<file path="src/rtl/reset_seq_pkg.sv">
// -----------------------------------------------------------------------------
// reset_seq_pkg
// Shared definitions for the reset sequencer: FSM state encoding and the
// width of the stretch / peripheral-delay counter.
// -----------------------------------------------------------------------------
package reset_seq_pkg;

    // Counter width; bounds STRETCH_CYCLES and PERIPH_DELAY to 1..65535.
    localparam int CNT_W = 16;

    // State encodings, also driven out on the debug port.
    localparam logic [2:0] ENC_RESET     = 3'd0;
    localparam logic [2:0] ENC_WAIT_LOCK = 3'd1;
    localparam logic [2:0] ENC_STRETCH   = 3'd2;
    localparam logic [2:0] ENC_PERIPH    = 3'd3;
    localparam logic [2:0] ENC_RUN       = 3'd4;

    typedef enum logic [2:0] {
        ST_RESET     = ENC_RESET,
        ST_WAIT_LOCK = ENC_WAIT_LOCK,
        ST_STRETCH   = ENC_STRETCH,
        ST_PERIPH    = ENC_PERIPH,
        ST_RUN       = ENC_RUN
    } state_t;

endpackage

</file>
<file path="src/rtl/sync_ff.sv">
// -----------------------------------------------------------------------------
// sync_ff
// Parameterised-depth flip-flop synchroniser with asynchronous active-high
// clear. Every stage clears to 0.
//
// Ports:
//   clk  in   destination clock
//   clr  in   asynchronous clear, active high
//   d    in   asynchronous input
//   q    out  synchronised output (DEPTH clk edges of latency)
// -----------------------------------------------------------------------------
module sync_ff #(
    parameter int DEPTH = 2
) (
    input  logic clk,
    input  logic clr,
    input  logic d,
    output logic q
);

    logic [DEPTH-1:0] stages_q;
    logic [DEPTH-1:0] stages_d;

    always_comb begin
        stages_d = {stages_q[DEPTH-2:0], d};
    end

    // NOTE: state registers use non-blocking assignments so every flop samples
    // the pre-edge value of its neighbour; blocking here would collapse the
    // chain into a single stage in simulation.
    always_ff @(posedge clk or posedge clr) begin
        if (clr) begin
            stages_q <= '0;
        end else begin
            stages_q <= stages_d;
        end
    end

    assign q = stages_q[DEPTH-1];

endmodule

</file>
<file path="src/rtl/reset_sequencer.sv">
// -----------------------------------------------------------------------------
// reset_sequencer
// Sequences core and peripheral reset release after the clock generator
// reports lock: RESET -> WAIT_LOCK -> STRETCH -> PERIPH -> RUN.
// Optional feature macro: RESET_SEQ_LOCK_LOSS_EN -- when defined, loss of lock
// in RUN re-enters WAIT_LOCK and is counted (saturating at 255); when
// undefined RUN is terminal until reset_async and lock_loss_cnt is 0.
//
// Ports:
//   clk            in   system clock
//   reset_async    in   asynchronous active-high reset
//   clk_locked     in   clock-generator lock flag, asynchronous to clk
//   rst_core       out  active-high core reset, synchronous release
//   rst_periph     out  active-high peripheral reset, synchronous release
//   ready          out  high only in RUN
//   state          out  current FSM state (debug)
//   lock_loss_cnt  out  lock losses seen in RUN
// -----------------------------------------------------------------------------
module reset_sequencer
    import reset_seq_pkg::*;
#(
    parameter int SYNC_STAGES    = 2,
    parameter int STRETCH_CYCLES = 16,
    parameter int PERIPH_DELAY   = 8
) (
    input  logic       clk,
    input  logic       reset_async,
    input  logic       clk_locked,
    output logic       rst_core,
    output logic       rst_periph,
    output logic       ready,
    output logic [2:0] state,
    output logic [7:0] lock_loss_cnt
);

    localparam logic [CNT_W-1:0] STRETCH_LAST = CNT_W'(STRETCH_CYCLES - 1);
    localparam logic [CNT_W-1:0] PERIPH_LAST  = CNT_W'(PERIPH_DELAY - 1);

    logic lock_s;
    logic release_s;     // rises SYNC_STAGES edges after reset_async falls
    logic run_lock_lost;

    state_t           state_q, state_d;
    logic [CNT_W-1:0] cnt_q, cnt_d;
    logic             rst_core_q, rst_core_d;
    logic             rst_periph_q, rst_periph_d;
    logic             ready_q, ready_d;

    sync_ff #(.DEPTH(SYNC_STAGES)) u_lock_sync (
        .clk (clk),
        .clr (reset_async),
        .d   (clk_locked),
        .q   (lock_s)
    );

    // Clears to 0 and fills with 1, so the internal release signal is the
    // inverse of the conventional "reset still active" synchroniser output.
    sync_ff #(.DEPTH(SYNC_STAGES)) u_release_sync (
        .clk (clk),
        .clr (reset_async),
        .d   (1'b1),
        .q   (release_s)
    );

`ifdef RESET_SEQ_LOCK_LOSS_EN
    logic [7:0] lock_loss_cnt_q, lock_loss_cnt_d;

    assign run_lock_lost = (state_q == ST_RUN) && !lock_s;

    always_comb begin
        lock_loss_cnt_d = lock_loss_cnt_q;
        if (run_lock_lost && (lock_loss_cnt_q != 8'hFF)) begin
            lock_loss_cnt_d = lock_loss_cnt_q + 8'd1;
        end
    end

    always_ff @(posedge clk or posedge reset_async) begin
        if (reset_async) begin
            lock_loss_cnt_q <= 8'd0;
        end else begin
            lock_loss_cnt_q <= lock_loss_cnt_d;
        end
    end

    assign lock_loss_cnt = lock_loss_cnt_q;
`else
    assign run_lock_lost = 1'b0;
    assign lock_loss_cnt = 8'd0;
`endif

    // NOTE: every signal assigned in this block gets a default first, so no
    // path through the case can leave one unassigned and infer a latch.
    always_comb begin
        state_d = state_q;
        cnt_d   = cnt_q;

        unique case (state_q)
            ST_RESET: begin
                if (release_s) begin
                    state_d = ST_WAIT_LOCK;
                end
            end
            ST_WAIT_LOCK: begin
                if (lock_s) begin
                    state_d = ST_STRETCH;
                    cnt_d   = '0;
                end
            end
            ST_STRETCH: begin
                if (!lock_s) begin
                    state_d = ST_WAIT_LOCK;
                    cnt_d   = '0;
                end else if (cnt_q == STRETCH_LAST) begin
                    state_d = ST_PERIPH;
                    cnt_d   = '0;
                end else begin
                    cnt_d = cnt_q + CNT_W'(1);
                end
            end
            ST_PERIPH: begin
                if (!lock_s) begin
                    state_d = ST_WAIT_LOCK;
                    cnt_d   = '0;
                end else if (cnt_q == PERIPH_LAST) begin
                    state_d = ST_RUN;
                    cnt_d   = '0;
                end else begin
                    cnt_d = cnt_q + CNT_W'(1);
                end
            end
            ST_RUN: begin
                if (run_lock_lost) begin
                    state_d = ST_WAIT_LOCK;
                end
            end
            default: begin
                state_d = ST_RESET;
                cnt_d   = '0;
            end
        endcase

        // Decoded from the next state so the registered outputs move on the
        // same edge as the state; rst_periph covers a superset of rst_core.
        rst_core_d   = (state_d == ST_RESET) || (state_d == ST_WAIT_LOCK) ||
                       (state_d == ST_STRETCH);
        rst_periph_d = (state_d != ST_RUN);
        ready_d      = (state_d == ST_RUN);
    end

    always_ff @(posedge clk or posedge reset_async) begin
        if (reset_async) begin
            state_q      <= ST_RESET;
            cnt_q        <= '0;
            rst_core_q   <= 1'b1;
            rst_periph_q <= 1'b1;
            ready_q      <= 1'b0;
        end else begin
            state_q      <= state_d;
            cnt_q        <= cnt_d;
            rst_core_q   <= rst_core_d;
            rst_periph_q <= rst_periph_d;
            ready_q      <= ready_d;
        end
    end

    assign rst_core   = rst_core_q;
    assign rst_periph = rst_periph_q;
    assign ready      = ready_q;
    assign state      = state_q;

endmodule
</file>
<file path="config.mk">
export PLATFORM = sky130hd
export DESIGN_NAME = reset_sequencer
export DESIGN_NICKNAME = d
export VERILOG_FILES = /design/src/rtl/reset_seq_pkg.sv /design/src/rtl/sync_ff.sv /design/src/rtl/reset_sequencer.sv
export SDC_FILE = /design/constraint.sdc
export NUM_CORES = 1
export LEC_CHECK = 0
export CAP_MARGIN = 20
export CELL_PAD_IN_SITES_DETAIL_PLACEMENT = 1
export CELL_PAD_IN_SITES_GLOBAL_PLACEMENT = 1
export CORE_ASPECT_RATIO = 0.6
export CORE_MARGIN = 3
export CORE_UTILIZATION = 37
export CTS_BUF_LIST = sky130_fd_sc_hd__clkbuf_16
export CTS_CLUSTER_SIZE = 8
export DETAILED_ROUTE_END_ITERATION = 7
export PLACE_DENSITY = 0.72
export SYNTH_ARGS = -nofsm -noshare
export SYNTH_HDL_FRONTEND = slang
export SYNTH_HIERARCHICAL = 1
export SYNTH_SLANG_ARGS = --single-unit
</file>
<file path="constraint.sdc">
create_clock -name clk -period 2.1 [get_ports clk]
set_clock_uncertainty 0.05 [all_clocks]
set_input_delay 0.42 -clock clk [delete_from_list [all_inputs] [get_ports clk]]
set_output_delay 0.42 -clock clk [all_outputs]
set_load 0.01 [all_outputs]
</file>
==> flow_metrics.tcl <==
set metrics [dict create \
    pin_count 17 \
    dr.pass1.iters 4 \
    max_stage_delay_ns 0.56 \
    fin_ws_ns 0.0386 \
    status "complete, no violations" \
    required_ns 2.24 \
    cts_root_buffer "clkbuf_16" \
    power.density_nw_per_um2 732 \
    rsz0062_at_grt "yes" \
    slew_headroom_pct 49.3 \
    slew_viol_final 0 \
    tightest_slew_ns 0.760 \
    worst-path-stages 5 \
    pre_cts_ws_ns 0.0269 \
    place.gp.congestion 0.694 \
    grt_usage_pct 15.7 \
    synth.avg_cell_area_um2 9.81 \
    fmax_mhz 485 \
    synth_cells 133 \
    fin_crit_sh_pct 98.2 \
    layout-drive-gt1-share_pct 14.6 \
    seq_area_frac_synth_pct 50.0 \
    vias 966 \
    die_height_um 52 \
    overflow 0 \
    worstPathMaxFanout 3 \
    dieArea_um2 4300 \
    antenna_found_initial 0 \
    layout_common_cells "dfrtp_1 (24), nor2_1 (22), xnor2_1 (13)" \
    syn2layout_area_growth_pct 21.1 \
    critPathLaunchType "flop" \
    leakage_nw 0.678 \
    die_x_um 82.7 \
    rrSetupSlack_ns 0.04 \
    min-delay-start "u_release_sync/stages_q[0]" \
    synth-seq-cells 26 \
    first_iter_violations 30 \
    cp-end-kind "flop" \
    post_dp_cell_area_um2 1470 \
    synthTopCellsByArea "dfrtp_1 (46%), xnor2_1 (8.7%), nor2_1 (6.6%)" \
    final_area_um2 1580 \
    wirelength_um 2880 \
    peakVddDrop_mv 0.284 \
    layout_commonest_cell "dfrtp_1" \
    cp_cell_sequence "or4_4 -> nor4_4 -> mux2i_1 -> o31a_1 -> o21a_1" \
    crit_buf_inv 0 \
    cts_sinks 26 \
    netlist.area_leader.share_pct 46.0 \
    setup_viol 0 \
    route.detailed.drc 0 \
    cts_max_level 1 \
    worstHoldEndpoint "u_release_sync/stages_q[1]" \
    hold_path.class "reg2reg" \
    holdPathStages 0 \
    cts_buffer_depth 2 \
    start_util_pct 39.3 \
    post_drt_wl_per_cell_um 14.7 \
    fin_nets 156 \
    num_antenna_cells 0 \
    yosys_warnings 6 \
    synthesis.area_um2 1310 \
    grt_first_pass_wirelength_um 5000 \
    finalHoldViolCount 0 \
    grt_pass1_vias 992 \
    coreArea_um2 3320 \
    fin_crit_ns 2.06 \
    finish.utilization_pct 47.6 \
    r2r-end "rst_core" \
    port_buffers 8 \
    critical_path_class "reg2reg" \
    row_count 16 \
    r2r-start "cnt_q[5]" \
    cp.arrival_ns 2.20 \
    clk_pin_slew_ns 0.06 \
    antenna_left 0 \
    r2r_cells 5 \
    cts_tree "done" \
    dp_hpwl_um 2100 \
    cts_made_buffers 3 \
    insertion_delay_ns 0.26 \
    synth_cell_types 32 \
    critPathSlowestCell "or4_4" \
    grt_max_degree 15 \
    cap_violations 0 \
    crit_family "simple AND/OR/NAND/NOR gates" \
    viasPerCell 4.93 \
    synth.largest_area_cell "dfrtp_1" \
    total_power_w 0.00116 \
]
==> through the flow <==
| stage | hold slack, ns | instances | TNS, ns |
|---|---|---|---|
| final | 0.300 | 196 | 0 |
| after global routing | 0.317 | 196 | -0.0225 |
| after floorplan | 0.111 | 140 | 0 |
| after detailed placement | 0.289 | 190 | 0 |
| after global placement | 0.281 | 190 | 0 |
| after CTS | 0.304 | 194 | 0 |
==> cell type report <==
class | count | area, um2
clock buffer | 3 | 75.1
clock inverter | 1 | 3.75
fill | 386 | 1740
inverter | 8 | 30.0
multi-input combinational | 95 | 591
sequential | 26 | 653
tap | 45 | 56.3
timing repair buffer | 18 | 171
==> worst max path at each step <==
stage             start        end  slack (ns)
6_report       cnt_q[5]   rst_core        0.04
5_1_grt        cnt_q[5]   rst_core       -0.02
4_1_cts        cnt_q[7]  cnt_q[15]       0.007
3_5_place_dp   cnt_q[7]  cnt_q[15]        0.03
3_3_place_gp   cnt_q[7]   cnt_q[2]         0.1
2_1_floorplan  cnt_q[7]  cnt_q[15]        0.13
==> kinds of logic (layout without fill, tap and decap cells) <==
family          Yosys count  in the layout  synth area share (%)
flops                    26             26                  50.0
simple gates             53             53                  20.7
fa+ha+maj                 1              1                 0.959
xor+xnor                 14             14                  9.40
compound gates           16             16                  8.63
mux                       2              2                  1.63
buf+inv                  19             30                  8.05
other cells               2              9                 0.575
==> registers in the layout, summed over array words and instances (netlist names) <==
name                     count
rst_core                     1
u_lock_sync/stages_q         2
state                        3
u_release_sync/stages_q      2
cnt_q                       16
ready                        1
rst_periph                   1
==> synthesized netlist by cell type <==
library cell and count:
nor4_4 1, ha_1 1, buf_4 9, o2111ai_1 1, o31a_1 1, nor3b_1 1, a21o_1 1, or4_4 1
o21a_1 2, nand2b_1 1, inv_1 8, nand3_1 5, a22o_1 2, nand2_1 7, o21ai_0 4, a21oi_2 1
dfstp_2 2, xor2_1 1, mux2i_1 1, o211ai_1 1, nor3_1 7, nor2_1 23, and4_1 2, or4_1 2
nor2b_1 3, clkbuf_1 2, a21oi_1 2, conb_1 2, o311ai_0 1, xnor2_1 13, mux2_2 1, dfrtp_1 24
==> worst reg2reg max path: stages (launching register included) <==
cell and delay (ns):
dfrtp_1 0.38, or4_4 0.56, nor4_4 0.40, mux2i_1 0.17, o31a_1 0.26, o21a_1 0.17
==> power breakdown <==
part / internal [W] / switching (W)
Sequential: 0.000527 / 0.0000260
Clock: 0.000254 / 0.000158
Combinational: 0.0000816 / 0.000111
==> per-layer routing <==
layer  vias up  share of wire, %  track usage [%]
li1        464                 -                -
met1       479                49             22.8
met3         2               4.9             3.63
met2        21                45             23.8
met5         -                 0                0
met4         0              0.90             3.26
==> timing repair <==
item,4_1_cts,5_1_grt
hold buffers,0,0
buffers inserted,0,2
gates resized for setup,0,5
endpoints found under the setup margin,0,15
Power figures use the tool's default switching activity.
